$ cat src/rtl/rv32_stage_sequencer_pkg.sv
// Shared definitions for the RV32I multi-cycle stage sequencer.
//   stage_t      : sequencer states, 3-bit encoding
//   trap_cause_t : reason reported on trap_cause while the core is trapped
//   timer_width  : wait-counter width able to hold the larger of two limits
package rv32_stage_sequencer_pkg;

    typedef enum logic [2:0] {
        BOOT       = 3'd0,
        FETCH      = 3'd1,
        DECODE     = 3'd2,
        EXECUTE    = 3'd3,
        MEM_WAIT   = 3'd4,
        WRITE_BACK = 3'd5,
        HALT       = 3'd6,
        TRAP       = 3'd7
    } stage_t;

    typedef enum logic [1:0] {
        CAUSE_NONE          = 2'd0,
        CAUSE_ILLEGAL       = 2'd1,
        CAUSE_MEM_TIMEOUT   = 2'd2,
        CAUSE_FETCH_TIMEOUT = 2'd3
    } trap_cause_t;

    // Smallest width that can represent max(a, b); never less than 1 bit.
    function automatic int unsigned timer_width(input int unsigned a, input int unsigned b);
        int unsigned m;
        m = (a > b) ? a : b;
        return (m == 0) ? 1 : $clog2(m + 1);
    endfunction

endpackage

$ cat src/rtl/seq_wait_timer.sv
// Saturating wait-cycle counter shared by the FETCH and MEM_WAIT stages.
//   clk, rst_n   : clock, asynchronous active-low reset
//   i_clear      : clear the count (has priority over increment)
//   i_inc        : count one more wait cycle; holds at all-ones
//   i_limit      : timeout limit; 0 disables the timeout
//   o_at_limit   : the cycle being counted now is the limit-th wait cycle
module seq_wait_timer #(
    parameter int unsigned CNT_W = 8
) (
    input  logic             clk,
    input  logic             rst_n,
    input  logic             i_clear,
    input  logic             i_inc,
    input  logic [CNT_W-1:0] i_limit,
    output logic             o_at_limit
);

    logic [CNT_W-1:0] r_count;
    logic [CNT_W:0]   w_count_plus1;

    // One extra bit so the compare stays correct when r_count is all-ones.
    assign w_count_plus1 = {1'b0, r_count} + {{CNT_W{1'b0}}, 1'b1};
    assign o_at_limit    = (i_limit != '0) && (w_count_plus1 >= {1'b0, i_limit});

    // NOTE: sequential state uses non-blocking assignments so every flop samples pre-edge values.
    always_ff @(posedge clk or negedge rst_n) begin
        if (!rst_n) begin
            r_count <= '0;
        end else if (i_clear) begin
            r_count <= '0;
        end else if (i_inc && (r_count != '1)) begin
            r_count <= w_count_plus1[CNT_W-1:0];
        end
    end

endmodule

$ cat src/rtl/rv32_stage_sequencer.sv
// Control sequencer for the multi-cycle RV32I core.
//   clk, rst_n                         : clock, asynchronous active-low reset
//   i_instr_valid                      : instruction memory data valid for pc
//   i_is_ebreak/i_is_mem_op/i_is_illegal : decoder flags, sampled in EXECUTE
//   i_data_read_rdy/i_data_write_rdy   : data memory completion
//   i_dbg_halt_req                     : level, halt at next instruction boundary
//   i_dbg_resume                       : pulse, leave HALT (ignored while halt_req high)
//   o_fetch_en/o_decode_en/o_execute_en : stage enables (Moore)
//   o_wb_en                            : register-file write strobe
//   o_halted/o_trapped                 : state is HALT / TRAP
//   o_trap_cause                       : 0 none, 1 illegal, 2 mem timeout, 3 fetch timeout
//   o_retired                          : retired-instruction count, wraps
module rv32_stage_sequencer #(
    parameter int unsigned RETIRE_W        = 32,
    parameter int unsigned MEM_TIMEOUT     = 255,
    parameter int unsigned FETCH_TIMEOUT   = 255,
    parameter int unsigned TRAP_ON_ILLEGAL = 1
) (
    input  logic                clk,
    input  logic                rst_n,
    input  logic                i_instr_valid,
    input  logic                i_is_ebreak,
    input  logic                i_is_mem_op,
    input  logic                i_is_illegal,
    input  logic                i_data_read_rdy,
    input  logic                i_data_write_rdy,
    input  logic                i_dbg_halt_req,
    input  logic                i_dbg_resume,
    output logic                o_fetch_en,
    output logic                o_decode_en,
    output logic                o_execute_en,
    output logic                o_wb_en,
    output logic                o_halted,
    output logic                o_trapped,
    output logic [1:0]          o_trap_cause,
    output logic [RETIRE_W-1:0] o_retired
);

    import rv32_stage_sequencer_pkg::*;

    localparam int unsigned      CNT_W       = timer_width(MEM_TIMEOUT, FETCH_TIMEOUT);
    localparam logic [CNT_W-1:0] MEM_LIMIT   = CNT_W'(MEM_TIMEOUT);
    localparam logic [CNT_W-1:0] FETCH_LIMIT = CNT_W'(FETCH_TIMEOUT);

    stage_t                r_state;
    stage_t                w_next_state;
    trap_cause_t           r_cause;
    trap_cause_t           w_next_cause;
    logic                  r_nop;        // instruction in flight is an illegal NOP
    logic [RETIRE_W-1:0]   r_retired;
    logic                  w_timeout;
    logic                  w_timer_clear;
    logic                  w_timer_inc;
    logic [CNT_W-1:0]      w_limit;

    // The counter only runs in the two waiting stages; its limit follows the stage.
    assign w_limit       = (r_state == MEM_WAIT) ? MEM_LIMIT : FETCH_LIMIT;
    assign w_timer_clear = (w_next_state != r_state);
    assign w_timer_inc   = (r_state == FETCH) || (r_state == MEM_WAIT);

    seq_wait_timer #(
        .CNT_W (CNT_W)
    ) u_wait_timer (
        .clk        (clk),
        .rst_n      (rst_n),
        .i_clear    (w_timer_clear),
        .i_inc      (w_timer_inc),
        .i_limit    (w_limit),
        .o_at_limit (w_timeout)
    );

    // NOTE: defaults first so every path assigns every output; no latches.
    always_comb begin
        w_next_state = r_state;
        w_next_cause = r_cause;
        case (r_state)
            BOOT:     w_next_state = FETCH;
            FETCH: begin
                if (i_instr_valid) begin
                    w_next_state = DECODE;
                end else if (i_dbg_halt_req) begin
                    w_next_state = HALT;
                end else if (w_timeout) begin
                    w_next_state = TRAP;
                    w_next_cause = CAUSE_FETCH_TIMEOUT;
                end
            end
            DECODE:   w_next_state = EXECUTE;
            EXECUTE: begin
                if (i_is_illegal && (TRAP_ON_ILLEGAL != 0)) begin
                    w_next_state = TRAP;
                    w_next_cause = CAUSE_ILLEGAL;
                end else if (i_is_ebreak) begin
                    w_next_state = HALT;
                end else if (i_is_mem_op) begin
                    w_next_state = MEM_WAIT;
                end else begin
                    w_next_state = WRITE_BACK;
                end
            end
            MEM_WAIT: begin
                // Completion is checked first so a ready on the timeout cycle still retires.
                if (i_data_read_rdy || i_data_write_rdy) begin
                    w_next_state = WRITE_BACK;
                end else if (w_timeout) begin
                    w_next_state = TRAP;
                    w_next_cause = CAUSE_MEM_TIMEOUT;
                end
            end
            WRITE_BACK: w_next_state = i_dbg_halt_req ? HALT : FETCH;
            HALT: begin
                if (i_dbg_resume && !i_dbg_halt_req) begin
                    w_next_state = FETCH;
                end
            end
            TRAP:     w_next_state = TRAP;
            default:  w_next_state = BOOT;
        endcase
    end

    always_ff @(posedge clk or negedge rst_n) begin
        if (!rst_n) begin
            r_state   <= BOOT;
            r_cause   <= CAUSE_NONE;
            r_nop     <= 1'b0;
            r_retired <= '0;
        end else begin
            r_state <= w_next_state;
            r_cause <= w_next_cause;
            // Only reaches WRITE_BACK with illegal set when illegal ops are NOPs.
            if (r_state == EXECUTE) begin
                r_nop <= i_is_illegal;
            end
            if (r_state == WRITE_BACK) begin
                r_retired <= r_retired + RETIRE_W'(1);
            end
        end
    end

    assign o_fetch_en   = (r_state == FETCH);
    assign o_decode_en  = (r_state == DECODE);
    assign o_execute_en = (r_state == EXECUTE);
    assign o_wb_en      = (r_state == WRITE_BACK) && !r_nop;
    assign o_halted     = (r_state == HALT);
    assign o_trapped    = (r_state == TRAP);
    assign o_trap_cause = r_cause;
    assign o_retired    = r_retired;

endmodule

$ cat config.mk
export PLATFORM = sky130hd
export DESIGN_NAME = rv32_stage_sequencer
export DESIGN_NICKNAME = d
export VERILOG_FILES = /design/src/rtl/rv32_stage_sequencer_pkg.sv /design/src/rtl/seq_wait_timer.sv /design/src/rtl/rv32_stage_sequencer.sv
export SDC_FILE = /design/constraint.sdc
export NUM_CORES = 1
export LEC_CHECK = 0
export ABC_AREA = 1
export CAP_MARGIN = 20
export CORE_UTILIZATION = 51
export CTS_CLUSTER_SIZE = 28
export DETAILED_ROUTE_END_ITERATION = 16
export PLACE_DENSITY = 0.77
export SKIP_CTS_REPAIR_TIMING = 1
export SLEW_MARGIN = 40
export SYNTH_ARGS = -nofsm -noshare
export SYNTH_HDL_FRONTEND = slang
export SYNTH_HIERARCHICAL = 1
export SYNTH_SLANG_ARGS = --single-unit
$ cat constraint.sdc
create_clock -name clk -period 3.3 [get_ports clk]
set_input_delay 0.99 -clock clk [delete_from_list [all_inputs] [get_ports clk]]
set_output_delay 0.99 -clock clk [all_outputs]
set_load 0.05 [all_outputs]
# After elaboration in Yosys (flattened, before gate mapping)

Index checks and enable logic that the tools add are counted.

Flip-flop bits (word level): 46
Input bits: 10
Word-level logic and storage cells: 53

Add/subtract/negate cells: 2
Magnitude comparators: 1
Equality and inequality tests: 15
Muxes and demuxes: 19
Reductions and logical operators: 11

Operator list:

| kind                  | number |
|---|---|
| $add 32x1->32 const B | 1 |
| $pmux 3 s8            | 1 |
| $mux 3                | 6 |
| $mux 2                | 8 |
| $mux 8                | 2 |
| $eq 3x3->1 const B    | 4 |
| $add 8x1->9 const B   | 1 |
| $ge 9x8->1 const B    | 1 |
| $ne 2x2->1 const B    | 4 |
| $ne 8x8->1 const B    | 1 |
| $reduce_and 7->1      | 1 |
| $eq 3x2->1 const B    | 2 |
| $pmux 2 s3            | 1 |
| $ne 2x1->1 const B    | 2 |
| $eq 3x1->1 const B    | 1 |
| $logic_and 1x1->1     | 3 |
| $logic_not 3->1       | 1 |
| $ne 3x3->1            | 1 |
| $reduce_bool 3->1     | 1 |
| $logic_not 1->1       | 2 |
| $logic_or 1x1->1      | 2 |
| $reduce_bool 2->1     | 1 |
| $mux 1                | 1 |

# Depth between registers and ports, before layout

Depth after elaboration: 8
Depth in mapped cells: 29
Mapped depth without buffers: 29

# Modules after synthesis

Netlist, hierarchy kept.

Modules (own cells, without submodules):

| module               | times used | cells each | area an instance (um2) | sequential area each (um2) |
|---|---|---|---|---|
| rv32_stage_sequencer | 1          | 320        | 2383.5                 | 950.9 |
| seq_wait_timer       | 1          | 96         | 703.2                  | 200.2 |

# Worst setup path before layout

No wires, ideal clock.

Path kind: flip-flop to flip-flop
Start: register u_wait_timer.r_count[0]
End: register u_wait_timer.r_count[3]
Library setup time: 0.082 ns
Arrival: 2.679 ns
Required time: 3.218 ns
Slack: 0.539 ns
Cell stages (with the launch flop): 25
Path buffers: 0
Cell sequence: dfrtp_1 ha_1 nand3_2 xor2_1 inv_1 ha_1 nand2_1 inv_1 nand3_1 nand3_1 nand2_1 nand2_1 nand2_1 a21oi_1 nor2_1 nor2_1 nand2_1 nand2_1 nor2_1 a21oi_1 nor2_1 nand2_1 inv_2 nand3_2 o22ai_1

Word-level cells in the longest chain between the ends: 8

Ends and longest elaborated chain:

| item                                        | RTL line                                                | text |
|---|---|---|
| from (decl)                                 | seq_wait_timer.sv:18                                    | `logic [CNT_W-1:0] r_count;` |
| from (signal assigned)                      | seq_wait_timer.sv:32                                    | `r_count <= w_count_plus1[CNT_W-1:0];` |
| $add 8x1->9 (*)                             | seq_wait_timer.sv:22                                    | `assign w_count_plus1 = {1'b0, r_count} + {{CNT_W{1'b0}}, 1'b1};` |
| $ge 9x8->1 (*)                              | seq_wait_timer.sv:23                                    | `assign o_at_limit = (i_limit != '0) && (w_count_plus1 >= {1'b0, i_limit});` |
| net w_timeout                               | rv32_stage_sequencer.sv:51                              | `logic w_timeout;` |
| $mux 3 (*)                                  | rv32_stage_sequencer.sv:83, rv32_stage_sequencer.sv:105 |  |
| $mux 3                                      | rv32_stage_sequencer.sv:81                              | `end else if (i_dbg_halt_req) begin` |
| $mux 3                                      | rv32_stage_sequencer.sv:79                              | `if (i_instr_valid) begin` |
| $pmux 3 s8 (*)                              | rv32_stage_sequencer.sv:76                              | `case (r_state)` |
| $ne 3x3->1 (*)                              | rv32_stage_sequencer.sv:58                              | `assign w_timer_clear = (w_next_state != r_state);` |
| net w_timer_clear                           | rv32_stage_sequencer.sv:52                              | `logic w_timer_clear;` |
| $mux 8 or $reduce_bool 2->1 (tied branches) | -                                                       |  |

Mark *: on every way through the listed nets, which the timed path passes. The rest lies on a longest branch. The select of a mux whose other input is x is not followed.
A chain may end at the register's enable or synchronous reset.

# Final worst setup path

Start: register r_state[0]
End: output port o_execute_en

Word-level cells in the longest chain between the ends: 1

Ends and longest elaborated chain:

| item                   | RTL line                    | text |
|---|---|---|
| from (decl)            | rv32_stage_sequencer.sv:45  | `stage_t r_state;` |
| from (signal assigned) | rv32_stage_sequencer.sv:128 | `r_state <= w_next_state;` |
| $eq 3x2->1             | rv32_stage_sequencer.sv:142 | `assign o_execute_en = (r_state == EXECUTE);` |
| to (decl)              | rv32_stage_sequencer.sv:31  | `output logic o_execute_en,` |

Every way passes these cells.

==> impl_metrics.tcl <==
set metrics [dict create \
    setup_ws_ns 0.198 \
    die_y_um 79.8 \
    h-tree-depth 2 \
    synthCells 416 \
    timing.final.crit_share_pct 94.0 \
    fmax_mhz 322 \
    crit_slowest_cell "clkdlybuf4s50_1" \
    grt_pass1_wl_um 11600 \
    dieWidth_um 79.8 \
    drive_gt1_share_pct 12.3 \
    placed_area_mm2 0.00367 \
    dp_hpwl_um 5170 \
    slowest_delay_ns 0.87 \
    period_needed_ns 3.10 \
    final_util_pct 68.0 \
    status "complete, no violations" \
    stdcell_count 558 \
    port_buffers 49 \
    drt-pass1-iter-count 4 \
    worst_pin_slew_ns 0.524 \
    ant_nets 0 \
    final_area_mm2 0.00386 \
    crit_fanout 10 \
    cts_buffers 5 \
    fin_nets 505 \
    holdCritPathClass "flip-flop to flip-flop" \
    viasPerCell 5.01 \
    start_kind "flip-flop" \
    clkSlewWorstSetupHoldPaths_ns 0.08 \
    gr-total-overflow 0 \
    insertedDiodeCount 0 \
    placed_cells 544 \
    die_area_mm2 0.00637 \
    cts.sinks 46 \
    p_leak_uw 0.00196 \
    power_density_mw_per_mm2 554 \
    critPathArrivalTime_ns 2.11 \
    ys_seq_area_share_pct 37.3 \
    fill_cells 488 \
    path_cells "nand2_1, nor2_2, clkdlybuf4s50_1" \
    ys.warnings.count 6 \
    max_slew_margin_pct 65.0 \
    ios 50 \
    grt_pass1_vias 2625 \
    synth_area_mm2 0.00309 \
    skew_ns 0.00500 \
    clockRootBuffer "clkbuf_8" \
    core_area_mm2 0.00568 \
    ir_worst_vdd_mv 0.417 \
    setup_viol 0 \
    maxSlewViolCount 0 \
    synth_area_per_cell_um2 7.42 \
    grt_max_degree 26 \
    rows 27 \
    area_delta_synth_final_pct 25.1 \
    drc 0 \
    drt_wl_total_um 6790 \
    cts_tree "built" \
    ys_seq_elements 46 \
    worstSetupPathType "flip-flop to output port" \
    endpoint_kind "output port" \
    timing.setup.tns_ns 0 \
    clk_latency_ns 0.29 \
    dr.first_iter.drc_count 83 \
    grt_usage_pct 23.2 \
    antenna_found_initial 0 \
    vias 2797 \
    cap_violations 0 \
    hold_viol 0 \
    place_congestion 0.863 \
    critPathRequiredTime_ns 2.31 \
    pre_cts_slack_ns 0.100 \
    wl_per_cell_um 12.2 \
    yosysUniqueCellTypes 38 \
    clock_path_buffers 2 \
    initial_core_util_pct 54.4 \
]
## cell usage after synthesis
master,number,area share (%)
o21bai_1,2,0.49
nand2_2,5,1.0
o21ai_1,6,0.97
or2_2,1,0.20
nor2_2,6,1.2
buf_6,2,0.73
xor2_1,14,4.0
nor3b_2,1,0.41
nand3_4,2,1.1
nand3_2,3,0.97
dfrtp_1,46,37
nand3b_1,3,0.73
nor2_8,2,1.3
clkinv_2,1,0.16
o21ai_0,2,0.32
inv_4,1,0.20
nor4_1,1,0.20
o211ai_1,1,0.24
nand4_1,10,2.0
a21oi_1,6,0.97
nor2_4,4,1.5
xnor2_1,12,3.4
conb_1,1,0.12
o22ai_1,3,0.61
nor3_1,6,0.97
inv_1,57,6.9
nand3_1,22,3.6
clkinv_4,1,0.28
buf_4,2,0.49
nand2_4,2,0.73
ha_1,10,4.1
inv_2,7,0.85
a31oi_1,1,0.20
o21a_1,2,0.49
nor3_2,2,0.65
nand2_1,129,16
and3_1,1,0.20
nor2_1,39,4.7
## per-layer routing
layer | GRT usage [%] | share of wire, % | vias up | routed length (µm)
li1 | - | - | 1422 | -
met1 | 31.6 | 47 | 1290 | 3220
met2 | 38.5 | 47 | 80 | 3200
met3 | 3.20 | 4.7 | 5 | 317
met4 | 6.25 | 0.87 | 0 | 59
met5 | 0 | 0 | - | 0
## report_power, final
part	internal (µW)	switching [µW]	total, µW
Combinational	353	674	1030
Clock	169	186	356
Sequential	633	124	757
## cell usage in the layout (no fill, tap or decap), types with 2 or more instances in the layout
cell type and n:
nor3_2 2, o21bai_1 2, xnor2_1 12, nand4_1 10, nand2_4 2, nand2_2 5
buf_4 8, a21oi_1 5, inv_1 57, ha_1 9, nor2_2 8, o22ai_1 3
nand3b_1 3, xor2_2 2, nor2_8 2, conb_1 10, nand3_1 22, o21ai_1 6
nor2_1 37, nand2_1 129, xor2_1 12, o21a_1 2, nor2_4 4, inv_2 7
dfrtp_1 46, clkinv_2 2, nor3_1 6, clkbuf_8 6, o21ai_0 2, clkdlybuf4s50_1 48
nand3_4 4
## worst max-delay path, delay by kind of cell, from the launching register on
kind / cells / cell delay [ns]
and+or+nand+nor: 2 / 0.38
buffers and inverters: 1 / 0.87
DFF: 1 / 0.56
## metrics by stage
| step | total power [µW] | hold WS (ns) |
|---|---|---|
| after floorplan | 1500 | 0.465 |
| after global placement | 1720 | 0.474 |
| after detailed placement | 1730 | 0.481 |
| after CTS | 2090 | 0.501 |
| after global routing | 2270 | 0.522 |
| final | 2140 | 0.497 |
## flip-flops by register name (all words and copies together), names as in the netlist
| name | cells |
|---|---|
| o_retired | 32 |
| o_trap_cause | 2 |
| r_nop | 1 |
| r_state | 3 |
| u_wait_timer/r_count | 8 |
## layout make-up
type / instances / area, µm² / area share (%)
sequential: 46 / 1150 / 29.8
tap: 72 / 90.1 / 2.33
multi-input combinational: 308 / 1720 / 44.6
clock inverter: 1 / 5.00 / 0.130
clock buffer: 7 / 86.3 / 2.24
timing repair buffer: 57 / 546 / 14.1
inverter: 67 / 260 / 6.74
## cell families (layout without fill, tap and decap cells)
logic type | Yosys count | in the layout | synth area share [%]
AO/OA/AOI/OAI | 23 | 23 | 4.30
flip-flops | 46 | 46 | 37.3
buffers and inverters | 71 | 132 | 9.65
adder cells (fa/ha/maj) | 10 | 10 | 4.05
XOR/XNOR | 26 | 26 | 7.38
other | 1 | 10 | 0.121
AND/OR/NAND/NOR | 239 | 239 | 37.2
## worst paths after layout
path,cells past startpoint,startpoint,endpoint,slack (ns)
worst max-delay path,3,r_state[0],o_execute_en,0.20
worst min-delay path,1,r_nop,r_nop,0.50
worst max register to register,24,u_wait_timer/r_count[1],u_wait_timer/r_count[6],0.30
worst min register to register,1,r_nop,r_nop,0.50
max in group asynchronous,2,rst_n,o_retired[22],1.92
min in group asynchronous,1,rst_n,u_wait_timer/r_count[4],0.66
Note: power is estimated with default switching activity, not from simulation.
